<file path="src/rtl/wavetable_loader_pkg.sv">
// Shared definitions for the wavetable write-side loader.
// The oscillator read side uses the same width defaults.
package wavetable_loader_pkg;

  localparam int DATAWIDTH_DEF = 16;
  localparam int ADDRWIDTH_DEF = 8;
  localparam int BANKWIDTH_DEF = 2;

  typedef enum logic [1:0] {
    ST_IDLE  = 2'd0,
    ST_LOAD  = 2'd1,
    ST_WRITE = 2'd2,
    ST_DONE  = 2'd3
  } state_t;

endpackage

</file>
<file path="src/rtl/wavetable_loader.sv">
// Streams one full wavetable into a RAM bank, refusing the bank being played.
// Optional build macro WAVETABLE_LOADER_CKSUM_EN adds an end-of-table checksum check.
module wavetable_loader
  import wavetable_loader_pkg::*;
#(
  parameter int DATAWIDTH = DATAWIDTH_DEF,
  parameter int ADDRWIDTH = ADDRWIDTH_DEF,
  parameter int BANKWIDTH = BANKWIDTH_DEF
) (
  input  logic                 clk,
  input  logic                 rst,
  input  logic                 start,
  input  logic [BANKWIDTH-1:0] bank_sel,
  input  logic                 abort,
  input  logic [BANKWIDTH-1:0] rbank,
  input  logic [DATAWIDTH-1:0] s_data,
  input  logic                 s_valid,
  output logic                 s_ready,
  output logic [ADDRWIDTH-1:0] WADDR,
  output logic [BANKWIDTH-1:0] wbank,
  output logic [DATAWIDTH-1:0] WDATA,
  output logic                 WCLK,
  output logic                 busy,
  output logic                 done,
  output logic                 err
`ifdef WAVETABLE_LOADER_CKSUM_EN
  ,
  input  logic [DATAWIDTH-1:0] cksum_exp
`endif
);

  localparam logic [ADDRWIDTH-1:0] ADDR_LAST = {ADDRWIDTH{1'b1}};
  localparam logic [ADDRWIDTH-1:0] ADDR_ONE  = ADDRWIDTH'(1);

  state_t state;
  logic   cksum_bad;

`ifdef WAVETABLE_LOADER_CKSUM_EN
  if (DATAWIDTH > 0) begin : g_cksum
    logic                 load_go;
    logic                 write_go;
    logic [DATAWIDTH-1:0] sum_acc;
    logic [DATAWIDTH-1:0] sum_exp;

    assign load_go  = (state == ST_IDLE) && start && !abort && (bank_sel != rbank);
    assign write_go = (state == ST_LOAD) && s_valid && s_ready && !abort;

    // Running sum of every accepted sample; the sample accepted here becomes WDATA.
    always_ff @(posedge clk or posedge rst) begin
      if (rst) begin
        sum_acc <= '0;
        sum_exp <= '0;
      end else if (load_go) begin
        sum_acc <= '0;
        sum_exp <= cksum_exp;
      end else if (write_go) begin
        sum_acc <= sum_acc + s_data;
      end else begin
        sum_acc <= sum_acc;
      end
    end

    assign cksum_bad = (sum_acc != sum_exp);
  end
`else
  assign cksum_bad = 1'b0;
`endif

  // Load sequencer; every output is a register updated here.
  always_ff @(posedge clk or posedge rst) begin
    if (rst) begin
      state   <= ST_IDLE;
      s_ready <= 1'b0;
      WADDR   <= '0;
      wbank   <= '0;
      WDATA   <= '0;
      WCLK    <= 1'b0;
      busy    <= 1'b0;
      done    <= 1'b0;
      err     <= 1'b0;
    end else begin
      done <= 1'b0;
      err  <= 1'b0;
      case (state)
        ST_IDLE: begin
          s_ready <= 1'b0;
          WCLK    <= 1'b0;
          busy    <= 1'b0;
          if (!abort && start) begin
            if (bank_sel == rbank) begin
              err <= 1'b1;
            end else begin
              wbank   <= bank_sel;
              WADDR   <= '0;
              s_ready <= 1'b1;
              busy    <= 1'b1;
              state   <= ST_LOAD;
            end
          end
        end

        ST_LOAD: begin
          if (abort) begin
            s_ready <= 1'b0;
            busy    <= 1'b0;
            WADDR   <= '0;
            state   <= ST_IDLE;
          end else if (s_valid && s_ready) begin
            WDATA   <= s_data;
            WCLK    <= 1'b1;
            s_ready <= 1'b0;
            state   <= ST_WRITE;
          end
        end

        // WCLK is high for this whole cycle; address moves only as it falls.
        ST_WRITE: begin
          WCLK <= 1'b0;
          if (abort) begin
            busy  <= 1'b0;
            WADDR <= '0;
            state <= ST_IDLE;
          end else if (WADDR == ADDR_LAST) begin
            busy  <= 1'b0;
            done  <= 1'b1;
            err   <= cksum_bad;
            state <= ST_DONE;
          end else begin
            WADDR   <= WADDR + ADDR_ONE;
            s_ready <= 1'b1;
            state   <= ST_LOAD;
          end
        end

        ST_DONE: begin
          WADDR <= '0;
          state <= ST_IDLE;
        end

        default: begin
          s_ready <= 1'b0;
          WCLK    <= 1'b0;
          busy    <= 1'b0;
          WADDR   <= '0;
          state   <= ST_IDLE;
        end
      endcase
    end
  end

endmodule

</file>
<file path="config.mk">
export PLATFORM = sky130hd
export DESIGN_NAME = wavetable_loader
export DESIGN_NICKNAME = d
export VERILOG_FILES = /design/src/rtl/wavetable_loader_pkg.sv /design/src/rtl/wavetable_loader.sv
export SDC_FILE = /design/constraint.sdc
export NUM_CORES = 1
export LEC_CHECK = 0
export CORE_ASPECT_RATIO = 0.7
export CORE_MARGIN = 4
export CORE_UTILIZATION = 41
export DETAILED_ROUTE_END_ITERATION = 16
export GPL_ROUTABILITY_DRIVEN = 0
export GPL_TIMING_DRIVEN = 0
export PLACE_DENSITY = 0.81
export SLEW_MARGIN = 40
export SYNTH_ARGS = -nofsm -noshare
export SYNTH_HDL_FRONTEND = slang
export SYNTH_SLANG_ARGS = --single-unit
</file>
<file path="constraint.sdc">
create_clock -name clk -period 2 [get_ports clk]
set_clock_uncertainty 0.15 [all_clocks]
set_input_delay 0.4 -clock clk [delete_from_list [all_inputs] [get_ports clk]]
set_output_delay 0.4 -clock clk [all_outputs]
set_load 0.1 [all_outputs]
</file>
; Yosys cells after proc, flatten, opt, wreduce, memory -nomap -nowiden
; Index checks and enable logic that the tools add are counted.
[word_totals]
out_inout_bits = 31
reg_bits = 33
inputBits = 25
wordCells = 74
[op_classes]
n_addsub = 1
n_eq_ne = 15
mux = 33
n_bitwise = 2
reduce_logical = 14
[ops]
columns = op, count
row1 = $mux W8, 5
row2 = $pmux W8 S4, 1
row3 = $mux W1, 17
row4 = $reduce_and A3 Y1, 5
row5 = $ne A2 B2 Y1 const B, 7
row6 = $mux W2, 6
row7 = $ne A3 B3 Y1 const B, 3
row8 = $add A8 B1 Y8 const B, 1
row9 = $eq A8 B8 Y1 const B, 1
row10 = $pmux W2 S4, 1
row11 = $reduce_and A4 Y1, 2
row12 = $pmux W1 S3, 2
row13 = $eq A2 B2 Y1 const B, 2
row14 = $reduce_bool A3 Y1, 1
row15 = $eq A2 B1 Y1 const B, 1
row16 = $eq A2 B2 Y1, 1
row17 = $logic_and A1 B1 Y1, 2
row18 = $logic_not A2 Y1, 1
row19 = $not A1 Y1, 2
row20 = $pmux W1 S2, 1
row21 = $reduce_bool A2 Y1, 1
row22 = $reduce_or A2 Y1, 1
row23 = $logic_not A1 Y1, 1

; Logic depth before layout (Yosys ltp)
; Gate-level depths: netlist of run 1.
[logic_depth]
word_depth = 4
mapped_depth = 7
mapped_depth_nobuf = 6

; Least setup slack after synthesis of run 1
; OpenSTA, ideal clock, no wires.
[synth_path]
kind = reg2reg
startpoint = register WADDR[0]
endpoint = register busy
stages_incl_launch_ff = 7
required_time_ns = 1.725
setup_ns = 0.125
n_path_buf = 1
slack_ns = -0.455
period_less_slack_ns = 2.455
arrival_time_ns = 2.179
cell_sequence = dfrtp_1 > ha_1 > and4_1 > buf_2 > a21oi_1 > nor3_1 > mux2_2
[synth_via]
elab_chain_len = 3
[synth_lines]
columns = item, line_no
row1 = start: declaration, wavetable_loader.sv:19  ; output logic [ADDRWIDTH-1:0] WADDR,
row2 = start signal: assignment, wavetable_loader.sv:129  ; WADDR <= WADDR + ADDR_ONE;
row3 = $eq A8 B8 Y1, wavetable_loader.sv:123  ; end else if (WADDR == ADDR_LAST) begin
row4 = $ne A3 B3 Y1 (no source line), --
row5 = $reduce_and A3 Y1 (no source line), --
row6 = end signal: assignment, wavetable_loader.sv:120  ; busy <= 1'b0;
row7 = end signal: assignment, wavetable_loader.sv:124  ; busy <= 1'b0;
row8 = end signal: assignment, wavetable_loader.sv:143  ; busy <= 1'b0;
row9 = end: declaration, wavetable_loader.sv:23  ; output logic busy,
; Every way passes these cells.
; A chain may end at the register's enable or synchronous reset.

; Final worst setup path of run 1
[layout_path]
startpoint = register WADDR[0]
endpoint = register s_ready
[layout_via]
elab_chain_len = 3
[layout_lines]
columns = item, line_no
row1 = $eq A8 B8 Y1, wavetable_loader.sv:123
row2 = $ne A2 B2 Y1 (no source line), --
row3 = $reduce_and A4 Y1 (no source line), --
row4 = end signal: assignment, wavetable_loader.sv:111  ; s_ready <= 1'b0;
row5 = end signal: assignment, wavetable_loader.sv:130  ; s_ready <= 1'b1;
row6 = end signal: assignment, wavetable_loader.sv:141  ; s_ready <= 1'b0;
row7 = end: declaration, wavetable_loader.sv:18  ; output logic s_ready,
; Every way passes these cells.

==> results.tsv, run 1 <==
metric	value	unit
Synth Cell Area	1680	µm²
crit end category	flip-flop	
average cell area after synthesis	12.18	µm²
DR vias	1379	
Top FF cell, synth	dfrtp_1	
flops & latches, synth	33	
1st-pass router iterations	5	
Seq/Total Area, Yosys	0.4914	
Ys Warns	0	
total CTS buffers	5	
status	complete, no violations	
multi-input logic area	833.3	µm²
Setup Crit Path Kind	reg2reg	
initial core utilization	0.4258	
DIE AREA	5203	µm²
Final HPWL DP	3095	µm
clk_lat worst skew	0.28	ns
CTS Sinks	33	
HP Start	WDATA[2]	
LEAKAGE	1.033	nW
critical path arrival	1.96	ns
Synth Instances	138	
Cells on Worst Hold Path	1	
Core Area	3946	µm²
FF/Latch Area	842.1	µm²
nature of the critical path startpoint	flip-flop	
Worst-Margin Slew	0.6689	ns
vias in the first global route	1336	
nets	233	
Slew Limit Fails	0	
FILL cells	358	
CTS tree	built	
pre-CTS setup slack	-0.3100	ns
Pwr Total	0.003940	W
Post-route DRC	0	
root buffer cell	clkbuf_8	
first-pass GRT wire length	6451	µm
number of I/O port buffers	55	
R2R Path End	s_ready	
Switching Share	0.5876	
Worst Reg-to-Reg Cells	6	
Longest Clk Path Bufs	2	
average wire per cell in the routed design	16.14	µm
Synth cell types	47	
Overall Global Routing Usage	0.1624	
EDFF count, synth	0	
Post-DRT Antenna Nets	0	
antenna violations before repair	0	
Fmax	515.6	MHz
R2R setup slack	0.06	ns
# diodes	0	
die height	61.56	µm
internal power	0.001625	W
Max-Slew Margin vs Limit	0.5534	
worst vdd ir	1.278	mV
reg-to-reg startpoint	WADDR[0]	
final hold violation count	0	
Setup-failing EPs final	0	
CP required	2.02	ns
CTS hold repair buffers	0	
setup_tns	0	ns
peak fanout along the critical path	6	
final setup margin	0.06040	ns
fraction of layout cells with a size suffix above 1	0.3911	
period utilisation layout	0.9698	
synth-to-layout area growth	36.63	%
final cell count without fillers	254	
DR vias/cell	5.429	
async set or reset register ratio after synthesis	1.000	
power density over cell area	1716	nW/µm²
Detailed Route WL	4100	µm
sw power	0.002315	W
Flop pwr share	0.257	
Worst-path clk slew	0.07	ns
Comb power frac	0.615	
Hold WS	0.3372	ns
Final Critical Period	1.940	ns
Iter 0 DRT Violations	124	
Clk pwr share	0.127	
worst hold path class	reg2reg	
total I/O pin count	56	
H-tree lvl count	2	
Rows	19	
die span in x	84.52	µm
maxcap violations	0	
Remaining Overflow, GRT	0	
largest net degree at the start of global routing	34	
Worst Hold Endpoint	WDATA[2]	
syn nets	169	
Placed Instances	245	
==> cell usage in the layout, fill, tap and decap left out, types with 3 or more instances in the layout <==
cell,count
a21oi_1,3
clkbuf_8,6
inv_2,3
o31ai_1,3
nand2b_1,4
nor2_1,3
nand3_1,4
ha_1,3
mux2_2,9
buf_2,34
o21ai_0,3
inv_1,3
nand2_1,5
clkdlybuf4s50_1,23
mux2_1,10
dfrtp_1,24
dfrtp_2,7
buf_4,3
nor3_1,4
==> critical path, stage by stage (launching register included) <==
cell     delay [ns]
dfrtp_4        0.52
ha_4           0.19
and4_1         0.17
buf_2          0.15
a21o_1         0.19
o21a_1         0.19
o32a_1         0.27
==> cell usage after synthesis (all sizes together), types with 2 or more instances <==
cell type   n  area (µm²)
o2bb2ai     2       17.52
nor3        4       20.02
o21a        3       23.77
a2111oi     2       30.03
nor2        3       11.26
dfrtp      33       825.8
xor2        2       32.53
ha          6       75.07
nand2       5       18.77
o31ai       3       22.52
a21oi       4       23.77
o21ai       4       23.77
a2bb2oi     3       32.53
buf         4       21.27
a211oi      2       15.01
nand3       5       37.54
mux2       19       214.0
o221ai      2       17.52
nand4       2       12.51
nor2b       2       12.51
inv         6       22.52
nand2b      4       25.02
and3        2       12.51
==> power groups by stage <==
stage	sequential, W	combinational, W	clock (W)
detailed placement	0.00103	0.00241	0
CTS	0.00101	0.00242	0.000517
global placement	0.00101	0.00258	0
floorplan	0.00255	0.000461	0
finish	0.00101	0.00242	0.000502
global route	0.00105	0.00252	0.000548
==> layer usage <==
layer | up-vias | global-route usage | share of wire
met3 | 9 | 0.04011 | 0.072
met1 | 666 | 0.2067 | 0.41
li1 | 646 | - | -
met5 | - | 0 | 0
met4 | 0 | 0.07675 | 0.020
met2 | 58 | 0.2676 | 0.49
==> per-stage QoR <==
step,util,instance area (µm²)
2_1_floorplan,-,1709
3_3_place_gp,0.5891,2325
3_5_place_dp,0.5498,2170
4_1_cts,0.5748,2268
5_1_grt,0.5818,2296
6_report,0.5818,2296
==> layout make-up <==
| class | count | area share |
|---|---|---|
| multi-input combinational | 94 | 0.3629 |
| clock buffer | 7 | 0.03760 |
| inverter | 6 | 0.009809 |
| timing repair buffer | 57 | 0.1798 |
| buffer | 5 | 0.01471 |
| tap | 52 | 0.02834 |
| sequential | 33 | 0.3668 |
==> cells by family after synthesis <==
kind of cell               share of synthesized area
and+or+nand+nor                              0.09903
DFF                                           0.4914
muxes                                         0.1333
adders and majority gates                    0.04467
xor gates and xnor gates                     0.01936
AOI/OAI and AO/OA                             0.1839
buffers and inverters                        0.02829
==> how the worst max path moves through the flow <==
| stage | from | depth (start not counted) | end | slack [ns] |
|---|---|---|---|---|
| global placement | abort | 6 | WDATA[3] | -0.28 |
| detailed placement | abort | 6 | WDATA[0] | -0.31 |
| floorplan | WADDR[1] | 6 | s_ready | -0.03 |
| CTS | bank_sel[1] | 5 | WADDR[1] | 0.02 |
| global route | state[1] | 7 | busy | -0.02 |
| finish | WADDR[0] | 6 | s_ready | 0.06 |
==> flip-flops by register name (all words and copies together) (netlist names) <==
register and count:
err 1, WCLK 1, WADDR 8, wbank 2, busy 1, done 1, WDATA 16, state 2
s_ready 1
==> what timing repair did <==
action | 4_1_cts | 5_1_grt
buffers inserted | 1 | 1
resized for setup | 3 | 9
setup endpoints to repair | 14 | 18
(Power assumes the default switching activity.)
==> run 2, diff against run 1 <==
--- a/config.mk
+++ b/config.mk
@@ -11,7 +11,7 @@
 export DETAILED_ROUTE_END_ITERATION = 16
 export GPL_ROUTABILITY_DRIVEN = 0
 export GPL_TIMING_DRIVEN = 0
-export PLACE_DENSITY = 0.81
+export PLACE_DENSITY = 0.76
 export SLEW_MARGIN = 40
 export SYNTH_ARGS = -nofsm -noshare
 export SYNTH_HDL_FRONTEND = slang
==> run 2 against run 1 <==
Non-clock buffer count rose by 4. Sequential cell count did not move. Cell count rose by 2.0%. Wire length rose by 3.6%. Design area rose by 3.0%. Largest power group unchanged. Clock power fell by 3%. Register-to-register slack barely moved. Highest routed layer unchanged. Sequential share of layout area fell by 1.1 points. Via count fell by 0.15%. Combinational power rose by 3%. Power rose by 1.1%. Count of clock-buffer cells in the layout fell by 1.
==> results.tsv, run 2 (same netlist as run 1, synthesis figures left out) <==
metric	value	unit	change
peak fanout along the critical path	6		unchanged
largest net degree at the start of global routing	34		unchanged
synth-to-layout area growth	40.73	%	
total CTS buffers	5		unchanged
Remaining Overflow, GRT	0		unchanged
worst vdd ir	1.316	mV	+2.9%
LEAKAGE	1.065	nW	+3.0%
root buffer cell	clkbuf_8		
1st-pass router iterations	4		-1
pre-CTS setup slack	-0.3591	ns	-0.04912 ns
nature of the critical path startpoint	flip-flop		
Worst-path clk slew	0.07	ns	about the same
Overall Global Routing Usage	0.1654		+0.002943
R2R Path End	s_ready		
critical path arrival	1.97	ns	about the same
final cell count without fillers	259		+2.0%
Longest Clk Path Bufs	2		unchanged
Fmax	514.0	MHz	-0.31%
H-tree lvl count	2		unchanged
vias in the first global route	1368		+2.4%
DR vias/cell	5.317		-2.1%
CTS tree	built		
Setup Crit Path Kind	reg2reg		
worst hold path class	reg2reg		
Post-DRT Antenna Nets	0		unchanged
final hold violation count	0		unchanged
DR vias	1377		-0.15%
power density over cell area	1684	nW/µm²	-1.9%
Iter 0 DRT Violations	73		-41%
Slew Limit Fails	0		unchanged
most common cell after layout, fill and taps aside	buf_2		
Post-route DRC	0		unchanged
max reg flops	16		unchanged
Setup-failing EPs final	0		unchanged
CP required	2.02	ns	about the same
first-pass GRT wire length	6679	µm	+3.5%
period utilisation layout	0.9728		+0.002997
Final HPWL DP	3111	µm	+0.49%
average wire per cell in the routed design	16.39	µm	+1.6%
commonest cells after routing, fill and taps aside	buf_2 (33), dfrtp_1 (24), clkdlybuf4s50_1 (23)		
final setup margin	0.05441	ns	-0.005993 ns
fraction of layout cells with a size suffix above 1	0.4106		+0.01954
status	complete, no violations		
Rows	19		unchanged
Placed Instances	245		unchanged
Max-Slew Margin vs Limit	0.5511		-0.002296
clk_lat worst skew	0.29	ns	about the same
Worst-Margin Slew	0.6724	ns	+0.003439 ns
Final Critical Period	1.946	ns	+0.005993 ns
Largest Register	WDATA		
total I/O pin count	56		unchanged
die span in x	84.52	µm	unchanged
fin area	2365	µm²	+3.0%
HP Start	WDATA[6]		
Core Area	3946	µm²	unchanged
Area after DPL	2170	µm²	unchanged
# diodes	0		unchanged
CTS hold repair buffers	0		unchanged
CTS Sinks	33		unchanged
crit end category	flip-flop		
Hold WS	0.3391	ns	+0.001919 ns
Worst Reg-to-Reg Cells	6		unchanged
initial core utilization	0.4258		unchanged
R2R setup slack	0.05	ns	about the same
reg-to-reg startpoint	WADDR[0]		
DIE AREA	5203	µm²	unchanged
Detailed Route WL	4246	µm	+3.6%
largest registers	WDATA x16, WADDR x8		
maxcap violations	0		unchanged
antenna violations before repair	0		unchanged
Worst Hold Endpoint	WDATA[6]		
die height	61.56	µm	unchanged
Cells on Worst Hold Path	1		unchanged
Final Util	0.5992		+0.01744
nets	237		+1.7%
number of I/O port buffers	55		unchanged
## run 2: what timing repair did
item | CTS | global route
setup buffers | 4 | 1
endpoints found under the setup margin | 12 | 19
cloned | 0 | 1
pin swaps | 0 | 0
resized for setup | 3 | 11
## run 2: worst max-delay path by stage
stage | startpoint | end | slack, ns | cells after the start
after floorplan | WADDR[1] | s_ready | -0.03 | 6
after global placement | abort | WDATA[1] | -0.29 | 6
after detailed placement | abort | WDATA[15] | -0.36 | 6
after CTS | state[1] | busy | 0.02 | 7
after global routing | state[1] | state[0] | -0.0006 | 8
final | WADDR[0] | s_ready | 0.05 | 6
## run 2: through the flow
stage	total power, W	setup TNS [ns]
2_1_floorplan	0.003007	-0.03052
3_3_place_gp	0.003589	-6.769
3_5_place_dp	0.003431	-6.267
4_1_cts	0.003961	0
5_1_grt	0.004161	-0.0005691
6_report	0.003983	0
## run 2: report_power, final
| part | internal (W) | total, W | switching [W] |
|---|---|---|---|
| Clock | 0.000241 | 0.000485 | 0.000244 |
| Combinational | 0.000496 | 0.00249 | 0.00199 |
| Sequential | 0.000891 | 0.00101 | 0.000118 |
## run 2: metal layers
metal,up-vias,share of wire,wire [µm],GRT usage
met5,-,0,0,0
met4,0,0.011,45,0.06546
li1,653,-,-,-
met2,24,0.51,2147,0.2754
met1,695,0.45,1907,0.2125
met3,5,0.034,145,0.04144
## run 2: layout make-up
type	count	area, µm²
buffer	5	37.54
clock buffer	6	72.57
clock inverter	2	10.01
fill	331	1582
inverter	6	22.52
multi-input combinational	94	854.6
sequential	33	842.1
tap	52	65.06
timing repair buffer	61	460.4
## run 2: critical path: stages, from the launching register on
cell     delay, ns
dfrtp_4       0.52
ha_4          0.19
and4_1        0.17
buf_2         0.15
a21o_1        0.19
o21a_1        0.18
o32a_1        0.27
